--- config.mk ---
export PLATFORM = sky130hd
export DESIGN_NAME = fetch_ctrl
export DESIGN_NICKNAME = d
export VERILOG_FILES = /design/src/rtl/fetch_pkg.sv /design/src/rtl/ret_stack.sv /design/src/rtl/fetch_ctrl.sv
export SDC_FILE = /design/constraint.sdc
export NUM_CORES = 1
export LEC_CHECK = 0
export ABC_CLOCK_PERIOD_IN_PS = 2700
export CORE_MARGIN = 1.5
export CORE_UTILIZATION = 44
export DETAILED_ROUTE_END_ITERATION = 12
export PLACE_DENSITY = 0.87
export SLEW_MARGIN = 25
export SYNTH_ARGS = -nofsm -noshare
export SYNTH_HDL_FRONTEND = slang
export SYNTH_SLANG_ARGS = --single-unit
--- constraint.sdc ---
create_clock -name clk -period 2.7 [get_ports clk]
set_input_delay 0.54 -clock clk [delete_from_list [all_inputs] [get_ports clk]]
set_output_delay 0.54 -clock clk [all_outputs]
set_load 0.02 [all_outputs]
--- src/rtl/fetch_pkg.sv ---
// Shared types and default sizes for the program sequencer.
// Latency: n/a (declarations only).
// Backpressure: n/a.
package fetch_pkg;

  // Default program-counter width: instruction memory holds 2^FETCH_D words.
  localparam int unsigned FETCH_D = 9;

  // Default number of return-address stack entries.
  localparam int unsigned FETCH_RAS_DEPTH = 4;

  // Sequencer states.
  typedef enum logic [1:0] {
    IDLE = 2'd0,
    RUN  = 2'd1,
    DONE = 2'd2
  } fetch_state_t;

endpackage

--- src/rtl/ret_stack.sv ---
// Circular return-address stack; exists only when FETCH_CTRL_RAS_EN is defined.
// Latency: push/pop take effect at the next edge; top_addr is read combinationally.
// Backpressure: none; overflow overwrites the oldest entry, underflow is a no-op, both set sticky err.
`ifdef FETCH_CTRL_RAS_EN
module ret_stack
  import fetch_pkg::*;
#(
  parameter int D     = FETCH_D,
  parameter int DEPTH = FETCH_RAS_DEPTH
) (
  input  logic         clk,
  input  logic         reset,
  input  logic         clear,
  input  logic         push,
  input  logic         pop,
  input  logic [D-1:0] push_addr,
  output logic [D-1:0] top_addr,
  output logic         empty,
  output logic         full,
  output logic         err
);

  localparam int PW = (DEPTH > 1) ? $clog2(DEPTH) : 1;
  localparam int CW = $clog2(DEPTH + 1);
  localparam logic [PW-1:0] LAST = PW'(DEPTH - 1);
  localparam logic [CW-1:0] CNT_FULL = CW'(DEPTH);

  logic [D-1:0]  mem [DEPTH];
  logic [PW-1:0] wp;       // next slot to write; when full it points at the oldest entry
  logic [CW-1:0] cnt;
  logic [PW-1:0] top_idx;
  logic [PW-1:0] wp_inc;

  // Circular pointer arithmetic, valid for any depth.
  always_comb begin
    top_idx = (wp == '0) ? LAST : wp - PW'(1);
    wp_inc  = (wp == LAST) ? '0 : wp + PW'(1);
  end

  assign top_addr = mem[top_idx];
  assign empty    = (cnt == '0);
  assign full     = (cnt == CNT_FULL);

  // Pointer, occupancy and sticky error; the count saturates so overflow keeps the newest DEPTH entries.
  always_ff @(posedge clk or negedge reset) begin
    if (!reset) begin
      wp  <= '0;
      cnt <= '0;
      err <= 1'b0;
    end else if (clear) begin
      wp  <= '0;
      cnt <= '0;
      err <= 1'b0;
    end else if (push) begin
      wp <= wp_inc;
      if (full) err <= 1'b1;
      else      cnt <= cnt + CW'(1);
    end else if (pop) begin
      if (empty) begin
        err <= 1'b1;
      end else begin
        wp  <= top_idx;
        cnt <= cnt - CW'(1);
      end
    end
  end

  // Entry storage needs no reset; occupancy tracking decides what is live.
  always_ff @(posedge clk) begin
    if (push && !clear) mem[wp] <= push_addr;
  end

endmodule
`endif

--- src/rtl/fetch_ctrl.sv ---
// Program sequencer owning the PC: start launch, stall, jumps, halt, optional call/return (FETCH_CTRL_RAS_EN).
// Latency: every decision sampled at an edge is visible on prog_ctr right after it; no bubbles.
// Backpressure: stall holds the PC and drops lower-priority events; start is only honoured in IDLE.
module fetch_ctrl
  import fetch_pkg::*;
#(
  parameter int D         = FETCH_D,
  parameter int RAS_DEPTH = FETCH_RAS_DEPTH
) (
  input  logic         clk,
  input  logic         reset,
  input  logic         start,
  input  logic [D-1:0] start_addr,
  input  logic         stall,
  input  logic         halt,
  input  logic         reljump_en,
  input  logic         absjump_en,
  input  logic         call_en,
  input  logic         ret_en,
  input  logic [D-1:0] target,
  output logic [D-1:0] prog_ctr,
  output logic         fetch_valid,
  output logic         busy,
  output logic         done,
  output logic         ras_err
);

  fetch_state_t state, state_next;
  logic [D-1:0] pc_next;
  logic [D-1:0] pc_inc;

  assign pc_inc = prog_ctr + D'(1);

`ifdef FETCH_CTRL_RAS_EN
  logic         stk_push;
  logic         stk_pop;
  logic         stk_clr;
  logic [D-1:0] stk_top;
  logic         stk_empty;
  logic         stk_full_unused;

  ret_stack #(.D(D), .DEPTH(RAS_DEPTH)) u_ret_stack (
    .clk       (clk),
    .reset     (reset),
    .clear     (stk_clr),
    .push      (stk_push),
    .pop       (stk_pop),
    .push_addr (pc_inc),
    .top_addr  (stk_top),
    .empty     (stk_empty),
    .full      (stk_full_unused),
    .err       (ras_err)
  );
`else
  // Call/return are ignored in this build; keep the ports and depth parameter referenced.
  logic unused_ras;
  assign unused_ras = call_en ^ ret_en ^ (RAS_DEPTH == 0);
  assign ras_err    = 1'b0;
`endif

  // State register.
  always_ff @(posedge clk or negedge reset) begin
    if (!reset) state <= IDLE;
    else        state <= state_next;
  end

  // Next-state logic: launch on start, leave RUN on halt, DONE lasts one cycle.
  always_comb begin
    state_next = state;
    case (state)
      IDLE:    if (start) state_next = RUN;
      RUN:     if (halt)  state_next = DONE;
      DONE:    state_next = IDLE;
      default: state_next = IDLE;
    endcase
  end

  // Outputs decode the registered state only, so no input reaches an output combinationally.
  always_comb begin
    fetch_valid = (state == RUN);
    busy        = (state != IDLE);
    done        = (state == DONE);
  end

  // Next PC and stack controls; the if-chain order is the RUN priority order.
  always_comb begin
    pc_next = prog_ctr;
`ifdef FETCH_CTRL_RAS_EN
    stk_push = 1'b0;
    stk_pop  = 1'b0;
    stk_clr  = 1'b0;
`endif
    case (state)
      IDLE: begin
        if (start) begin
          pc_next = start_addr;
`ifdef FETCH_CTRL_RAS_EN
          stk_clr = 1'b1;
`endif
        end
      end
      RUN: begin
        if (halt || stall) begin
          pc_next = prog_ctr;
`ifdef FETCH_CTRL_RAS_EN
        end else if (ret_en) begin
          stk_pop = 1'b1;
          pc_next = stk_empty ? pc_inc : stk_top;
        end else if (call_en) begin
          stk_push = 1'b1;
          pc_next  = target;
`endif
        end else if (absjump_en) begin
          pc_next = target;
        end else if (reljump_en) begin
          pc_next = prog_ctr + target;
        end else begin
          pc_next = pc_inc;
        end
      end
      default: pc_next = prog_ctr;
    endcase
  end

  // Program counter register.
  always_ff @(posedge clk or negedge reset) begin
    if (!reset) prog_ctr <= '0;
    else        prog_ctr <= pc_next;
  end

endmodule

==> summary by stage, run 1 <==
Run status
The run finished with clean final reports.

Finish
The growth of design area from synthesis to finish is 39.7%. After routing the design area is 1530 um2. 0 antenna diodes ended up in the layout. The post-layout utilization of the core is 67.2%. The post-route netlist has 14.4% of its cells at a drive strength greater than 1.

The number of nets at the end of the flow is 204.

Setup path
The startpoint-to-endpoint class of the critical path is in -> reg. The worst setup path is launched from a primary input. The launch point of the worst reg-to-reg path is prog_ctr[0]$_DFFE_PN0P_. For flop-to-flop paths, the worst setup slack is 0.59 ns. The slowest library cell on the worst path is clkdlybuf4s50_1.

Data arrives at the worst endpoint at 2.73 ns. The endpoint type of the worst setup path is a register. The family of cells with the greatest summed delay on the critical path is compound AO/OA/AOI/OAI gates. The number of buffers and inverters on the critical path is 2. The critical path goes through clkdlybuf4s50_1 -> buf_4 -> and2_1 -> ha_1 -> o21ai_0 -> nor2_1 -> o41ai_1 -> xor2_1 -> a221oi_1.

Along the worst path, the maximum fanout reaches 4. For the worst setup path, the data required time is 2.87 ns. The length in cells of the worst reg-to-reg path is 8. The longest individual stage delay on the worst path is 0.46 ns. In this run the critical register-to-register path is captured at prog_ctr[8]$_DFFE_PN0P_.

Timing
Measured against its own limit, the worst slew margin works out to 64.2%. The post-route clock skew is 0.00265 ns. The count of endpoints failing setup in the final report is 0. After routing, the total negative slack on setup checks comes to 0 ns. Timing would allow up to 390 MHz. Setup repair after global routing left no endpoint under its margin. The final-report max-slew violation count is 0.

The post-route minimum period is 2.56 ns. The transition time at the pin with the least slew margin is 0.535 ns. The smallest setup slack after layout is 0.138 ns. The final count of hold timing violations came to 0. Of the available clock period, the critical path in the final layout requires 94.9%.

Synth
The net count of the mapped netlist is 160. In this run the mean area of a mapped cell was 8.83 um2. Synthesis inferred 11 register bits. The dominant synthesized flop cell is dfrtp_1. The part of the Yosys area used for sequential elements is 25.1%. The number of enable flip-flop cells after synthesis is 0. The summed instance area of the synthesized netlist is 1090 um2. Of all flip-flops after synthesis, the portion carrying an async set or reset was 100%. The count of cell types in the netlist is 39. During synthesis, Yosys emitted a total of 0 warnings. The cell count after synthesis is 124.

CTS
The number of setup buffers added after CTS is 0. The clock buffer count from CTS is 3. The TritonCTS clock tree is built.

CTS built an H-tree with a depth of 1. After clock tree synthesis, the flow added hold-fix buffers numbering 0. The clock edge transition at the registers on the reported setup and hold paths is 0.08 ns.

CTS placed an instance of clkbuf_4 at the clock tree root. The clock passes through at most 2 buffers. The number of gates resized after CTS was 0. For this design, the sink count on the clock tree is 11. The later-pin clock latency in the skew report is 0.28 ns.

Global route
The wire length of the first global-routing pass is 4.68 mm. The initial antenna violation count came to 0. The residual overflow from global routing is 0. The pin count of the biggest net entering global routing is 13. The global routing usage summed across all routing layers is 22.9%. The number of global-route vias before repair is 1069.

Detailed routing
The number of DRC markers in iteration 0 is 8. After detailed routing, the number of vias per cell comes to 5.63. After detailed routing, the average wire length per cell comes to 14.3 um. The via total after detailed routing is 1098. The final layout contains routed wiring with a total length of 2.79 mm. The iteration count of the initial detailed-routing pass is 4. The count of nets left with antenna violations after detail routing is 0.

After detailed routing, the number of remaining DRC violations is 0.

Worst hold path
For hold timing, the worst endpoint is prog_ctr[0]$_DFFE_PN0P_. The worst hold path passes through 2 cells. The hold path startpoint is prog_ctr[0]$_DFFE_PN0P_. The class of the tightest hold or removal check is reg -> reg.

Power
The power density relative to cell area is 883 nW/um2. In this run the static leakage power is 0.639 nW. The worst supply voltage drop on vdd is 0.520 mV. Total power for the finished layout comes to 1.35 mW.

Floorplan
The starting density of the core is 48.1%. After floorplanning, the core was divided into 17 placement rows. The floorplan step set the die width to 52.9 um. The die covers 2800 um2. The vertical die dimension is 52.9 um. The area of the core is 2280 um2. The I/O pin count is 40.

Placement
The half-perimeter wire length after placement is 2.25 mm. In this run the cell area measured after placement is 1500 um2. The pre-CTS setup slack is -0.141 ns.

Port buffering added 36 buffers. At the end of routability-driven placement, the weighted congestion stood at 0.825.

Run
Across the run, the number of max-cap violations was 0.
metrics by stage:
step / instances / hold slack, ns
final: 195 / 0.550
after global routing: 195 / 0.600
after CTS: 195 / 0.561
after detailed placement: 191 / 0.538
after global placement: 191 / 0.511
after floorplan: 124 / 0.244
state kept, by name (all words and copies together), names as in the netlist:
signal	cells
prog_ctr	9
state	2
layer usage:
layer | vias to the layer above | GRT usage (%) | share of wire, %
met1 | 525 | 27.7 | 43
met5 | - | 0 | 0
met2 | 23 | 41.5 | 53
li1 | 546 | - | -
met3 | 4 | 3.67 | 3.3
met4 | 0 | 6.41 | 1.0
Yosys cell counts (all sizes together) (4+ instances only):
cell	instances	share of area, %
xor2	6	4.8
a211oi	6	5.9
o21ai	14	6.4
o211ai	4	2.7
nand2	10	3.4
dfrtp	11	25
a21oi	6	2.7
ha	8	9.1
buf	5	4.5
inv	6	2.1
nor2	7	2.4
and2	7	4.0
nand2b	5	3.8
or3	5	3.3
placed cells by master, fill, tap and decap left out, types with 3 or more instances in the layout:
| cell type | Yosys | layout |
|---|---|---|
| a211oi_2 | 4 | 4 |
| o21ai_1 | 4 | 4 |
| buf_4 | 2 | 8 |
| nand2b_1 | 3 | 3 |
| nand2_1 | 10 | 10 |
| ha_1 | 8 | 8 |
| clkdlybuf4s50_1 | 0 | 36 |
| clkbuf_4 | 0 | 3 |
| dfrtp_1 | 11 | 11 |
| nor2_1 | 7 | 7 |
| and2_1 | 7 | 7 |
| a21oi_1 | 6 | 6 |
| or3_1 | 4 | 4 |
| inv_1 | 5 | 5 |
| o21ai_0 | 10 | 10 |
| o211ai_1 | 4 | 4 |
| xor2_1 | 6 | 6 |
how the worst max path moves through the flow:
stage | from | to | slack (ns) | cells past startpoint
3_5_place_dp | target[0] | prog_ctr[8]$_DFFE_PN0P_ | -0.14 | 10
6_report | reljump_en | prog_ctr[7]$_DFFE_PN0P_ | 0.14 | 9
2_1_floorplan | target[0] | prog_ctr[8]$_DFFE_PN0P_ | 0.50 | 9
5_1_grt | reljump_en | prog_ctr[7]$_DFFE_PN0P_ | 0.02 | 9
4_1_cts | reljump_en | prog_ctr[7]$_DFFE_PN0P_ | 0.14 | 9
3_3_place_gp | reljump_en | prog_ctr[8]$_DFFE_PN0P_ | -0.06 | 10
layout make-up:
type	instances	area, um2
multi-input combinational	102	748
inverter	6	22.5
tap	28	35.0
fill	185	747
clock inverter	1	5.00
timing repair buffer	44	420
sequential	11	275
clock buffer	3	22.5
tightest hold or removal path, stage by stage (launching register included):
cell and delay (ns):
dfrtp_1 0.40, nand2_1 0.06, o21ai_0 0.06
logic make-up (layout without fill, tap and decap cells):
kind of cell    after synthesis  after routing  share of synthesized area (%)
fa+ha+maj                     9              9                           11.0
mux                           2              2                           1.83
other cells                   1              1                          0.343
compound gates               44             44                           30.3
xor+xnor                      6              6                           4.80
buf+inv                      11             54                           6.51
simple gates                 40             40                           20.1
flops                        11             11                           25.1
power by group:
| part | leakage, nW | internal, mW | switching, mW |
|---|---|---|---|
| registers | 0.131 | 0.238 | 0.0765 |
| clock network | 0.0177 | 0.0550 | 0.0674 |
| logic | 0.490 | 0.445 | 0.468 |
| total | 0.639 | 0.738 | 0.612 |
(Power assumes the default switching activity.)
==> inputs of run 2 (changes only) <==
- CTS_CLUSTER_DIAMETER: unset -> 120
- GPL_ROUTABILITY_DRIVEN: unset -> 0
==> results of run 2 <==
No change in the layout: final DEF, timing and power equal those of run 1.
==> inputs of run 3 (changes only) <==
- ABC_AREA: unset -> 1
- CORE_UTILIZATION: 44 -> 45
- CTS_CLUSTER_SIZE: unset -> 24
- PLACE_DENSITY: 0.87 -> 0.88
==> run 3 against run 2 <==
Largest power group unchanged. Highest routed layer unchanged. Worst hold slack better by 0.028 ns. Sequential power is 1% lower. Via count is 7.0% higher. Synthesized area is 2.2% higher. Wire length is 8.5% lower. First-iteration DRC count is 110% higher. Synthesized cell count is 43% higher. Critical endpoint is now prog_ctr[8]$_DFFE_PN0P_. Final cell count is 24% higher. Die area hardly changed.
==> summary by stage, run 3 <==
Detailed routing
The number of vias per cell is 4.88 (was 5.63). The routed wire length is 2.55 mm (was 2.79 mm). The number of remaining DRC errors was 0 (unchanged). The iteration count of the initial detailed-routing pass is 4 (unchanged). The count of nets left with antenna violations after detail routing is 0 (unchanged). The wire length per cell is 10.6 um (was 14.3 um).

The via total after detailed routing was 1175 (was 1098). The number of DRC markers in iteration 0 was 17 (was 8).

Setup path
The required time of the worst setup path was 2.91 ns (was 2.87 ns). The startpoint-to-endpoint class of the critical path is in -> reg (unchanged). The length in cells of the worst reg-to-reg path was 12 (was 8). The critical path startpoint category is a primary input (unchanged). The data arrival time at the worst-slack endpoint was 2.59 ns (was 2.73 ns).

The largest fanout of any net on the critical path is 7 (was 4). Counting stages on the worst path, the most repeated cell is nand2_1. The critical path endpoint is prog_ctr[8]$_DFFE_PN0P_ (was prog_ctr[7]$_DFFE_PN0P_). The longest individual stage delay on the worst path is 0.55 ns (was 0.46 ns).

Crit path cell chain: clkdlybuf4s50_1 -> nand2_1 -> ha_1 -> inv_1 -> fa_1 -> inv_1 -> nand2_1 -> nand2_1 -> nand3_1 -> nand2_1 -> nand2_1 -> nand3_1 -> nand2_1 -> a21oi_1 (was clkdlybuf4s50_1 -> buf_4 -> and2_1 -> ha_1 -> o21ai_0 -> nor2_1 -> o41ai_1 -> xor2_1 -> a221oi_1). The endpoint type of the worst setup path is a register (unchanged). The slowest library cell on the worst path is clkdlybuf4s50_1 (unchanged). The reg-to-reg endpoint is prog_ctr[8]$_DFFE_PN0P_ (unchanged). The launch point of the critical path is reljump_en (unchanged). The internal reg-to-reg setup slack came to 0.88 ns (was 0.59 ns). The launch point of the worst reg-to-reg path is prog_ctr[0]$_DFFE_PN0P_ (unchanged).

Timing
The final count of hold timing violations was 0 (unchanged). The maximum clock frequency is 420 MHz (was 390 MHz). The remaining max-slew budget at the tightest pin is 64.6% (was 64.2%). The final-report max-slew violation count was 0 (unchanged). The count of endpoints failing setup in the final report is 0 (unchanged). The post-route clock skew was 0.00130 ns (was 0.00265 ns). The final sum of negative setup slack is 0 ns (unchanged). Setup repair after global routing missed its margin: false (unchanged). The part of the cycle the worst path needs is 88.1% (was 94.9%).

The post-route minimum period is 2.38 ns (was 2.56 ns). The transition time at the pin with the least slew margin is 0.530 ns (was 0.535 ns).

Finish
The number of flip-flops under the largest register name is 9 (unchanged). The share of cells above drive strength 1 was 7.98% (was 14.4%). The number of nets at the end of the flow is 250 (was 204).

The filler-free cell count of the finished design was 241 (was 195). Largest registers: prog_ctr (9), state (2) (unchanged). The leading cell type in the layout, fill and taps excluded is nand2_1 (was clkdlybuf4s50_1). Top library cells by usage in the layout, fill and taps aside: nand2_1, clkdlybuf4s50_1, nor2_1 (was clkdlybuf4s50_1, dfrtp_1, nand2_1, o21ai_0). The number of inserted diodes is 0 (unchanged). The layout filler cell count was 187 (was 185). The register with the most flip-flops was prog_ctr (unchanged). The growth of design area from synthesis to finish is 35.5% (was 39.7%).

CTS
The maximum buffer depth of the clock tree is 2 (unchanged). The number of gates given a new drive strength after cts is 0 (unchanged). The clock buffer count from CTS is 3 (unchanged). The H-tree depth came to 1 (unchanged).

The clock root buffer is clkbuf_4 (unchanged). The total of hold buffers inserted after clock tree synthesis was 0 (unchanged). The clock edge transition at the registers on the reported setup and hold paths is 0.07 ns (was 0.08 ns). The number of setup buffers added after CTS is 0 (unchanged). The later-pin clock latency in the skew report is 0.28 ns (about the same). The TritonCTS clock tree is built (unchanged). The number of sinks on the clock net came to 11 (unchanged).

Power
The power density relative to cell area came to 907 nW/um2 (was 883 nW/um2). The worst supply voltage drop on vdd is 0.671 mV (was 0.520 mV). The overall power of the completed layout came to 1.37 mW (was 1.35 mW). The leakage power is 0.787 nW (was 0.639 nW).

Global route
The initial antenna violation count is 0 (unchanged). The global routing usage summed across all routing layers came to 21.1% (was 22.9%). The residual overflow from global routing is 0 (unchanged). The pin count of the biggest net entering global routing was 20 (was 13).

The wire length of the first global-routing pass is 4.35 mm (was 4.68 mm). The number of global-route vias before repair is 1058 (was 1069).

Run
The number of max-cap violations is 0 (unchanged).

Synth
The fraction of registers with async set or reset after synthesis was 100% (unchanged). Largest cells by area after synthesis: dfrtp_1, nand2_1, nor2_1 (was dfrtp_1, ha_1, xor2_1). The part of the Yosys area used for sequential elements came to 24.6% (was 25.1%). The dominant synthesized flop cell is dfrtp_1 (unchanged). The largest area contributor in the synthesized netlist is dfrtp_1 (unchanged). The top cell type's share of synthesized area was 24.6% (was 25.1%).

Commonest cells post-synth: nand2_1, nor2_1, inv_1 (was dfrtp_1, nand2_1, o21ai_0). The net count of the mapped netlist was 213 (was 160). The total of flip-flops plus latches after synthesis is 11 (unchanged). The count of cell types in the netlist is 26 (was 39).

The cell count after synthesis is 177 (was 124). The summed instance area of the synthesized netlist came to 1120 um2 (was 1090 um2). The number of enable flip-flop cells after synthesis was 0 (unchanged). The most repeated cell in the gate-level netlist after synthesis is nand2_1 (was dfrtp_1).

The total number of yosys warnings is 0 (unchanged). The post-synthesis area per instance is 6.32 um2 (was 8.83 um2).

Floorplan
The vertical die dimension is 52.9 um (about the same). The I/O pin count came to 40 (unchanged). The row count is 17 (unchanged). The starting density of the core was 49.1% (was 48.1%). The area of the core was 2280 um2 (unchanged). The width of the die is 52.9 um (about the same).

The die area is 2790 um2 (was 2800 um2).

Placement
The number of cells after detailed placement came to 237 (was 191). The half-perimeter wire length after placement is 2.03 mm (was 2.25 mm). The count of buffers from port buffering came to 36 (unchanged).

Run status
Status: finished, final reports clean (unchanged).

Worst hold path
The class of the tightest hold or removal check was reg -> reg (unchanged).
==> run 3: changes by cell type after synthesis, sizes merged, moves of 6 or more <==
| cell | delta |
|---|---|
| a21oi | +13 |
| nand2 | +35 |
| nor2 | +23 |
| nand3 | +11 |
| and2 | -7 |
| a211oi | -6 |
| inv | +25 |
| o21ai | -10 |
==> run 3: critical path: cells and delay by family <==
kind	cells	cell delay [ns]
buffers and inverters	3	0.69
AND/OR/NAND/NOR	8	0.64
adder cells (fa/ha/maj)	2	0.59
AO/OA/AOI/OAI	1	0.12
==> run 3: report_power, final <==
group	leakage, nW	internal, mW	switching (mW)
clock network	0.0150	0.0575	0.0649
registers	0.125	0.238	0.0718
logic	0.647	0.416	0.526
==> run 3: cells by family after synthesis <==
| family | synth area share (%) |
|---|---|
| other | 0.335 |
| buffers and inverters | 13.3 |
| AOI/OAI and AO/OA | 14.8 |
| DFF | 24.6 |
| xor gates and xnor gates | 2.35 |
| adders and majority gates | 10.7 |
| and+or+nand+nor | 33.9 |
==> run 3: area by class of cell <==
class / count / area, um2 / share of cell area (%)
clock buffers: 4 / 26.3 / 1.73
inverters: 31 / 116 / 7.68
multi-input cells: 130 / 694 / 45.8
flip-flops and latches: 11 / 275 / 18.2
well taps: 28 / 35.0 / 2.31
repair buffers: 37 / 368 / 24.3
==> run 3: per-stage QoR <==
step / cell area [um2] / setup slack (ns) / hold WS [ns] / util [%]
4_1_cts: 1520 / 0.308 / 0.584 / 66.6
3_3_place_gp: 1490 / 0.0756 / 0.559 / 65.4
6_report: 1520 / 0.321 / 0.578 / 66.6
5_1_grt: 1520 / 0.129 / 0.617 / 66.6
3_5_place_dp: 1490 / 0.0294 / 0.558 / 65.4
2_1_floorplan: 1120 / 0.697 / 0.244 / -
==> run 3: worst min path at each step <==
stage / startpoint / end / slack [ns] / depth (start not counted)
global route: prog_ctr[7]$_DFFE_PN0P_ / prog_ctr[7]$_DFFE_PN0P_ / 0.62 / 2
global placement: prog_ctr[7]$_DFFE_PN0P_ / prog_ctr[7]$_DFFE_PN0P_ / 0.56 / 2
CTS: prog_ctr[7]$_DFFE_PN0P_ / prog_ctr[7]$_DFFE_PN0P_ / 0.58 / 2
finish: prog_ctr[4]$_DFFE_PN0P_ / prog_ctr[4]$_DFFE_PN0P_ / 0.58 / 2
floorplan: reset / prog_ctr[0]$_DFFE_PN0P_ / 0.24 / 0
detailed placement: prog_ctr[4]$_DFFE_PN0P_ / prog_ctr[4]$_DFFE_PN0P_ / 0.56 / 2
==> run 3: layer usage <==
layer | up-vias | part of all wire, % | track usage, %
li1 | 623 | - | -
met1 | 516 | 48 | 27.6
met2 | 29 | 45 | 34.0
met3 | 7 | 5.6 | 4.24
met4 | 0 | 1.5 | 8.55
met5 | - | 0 | 0
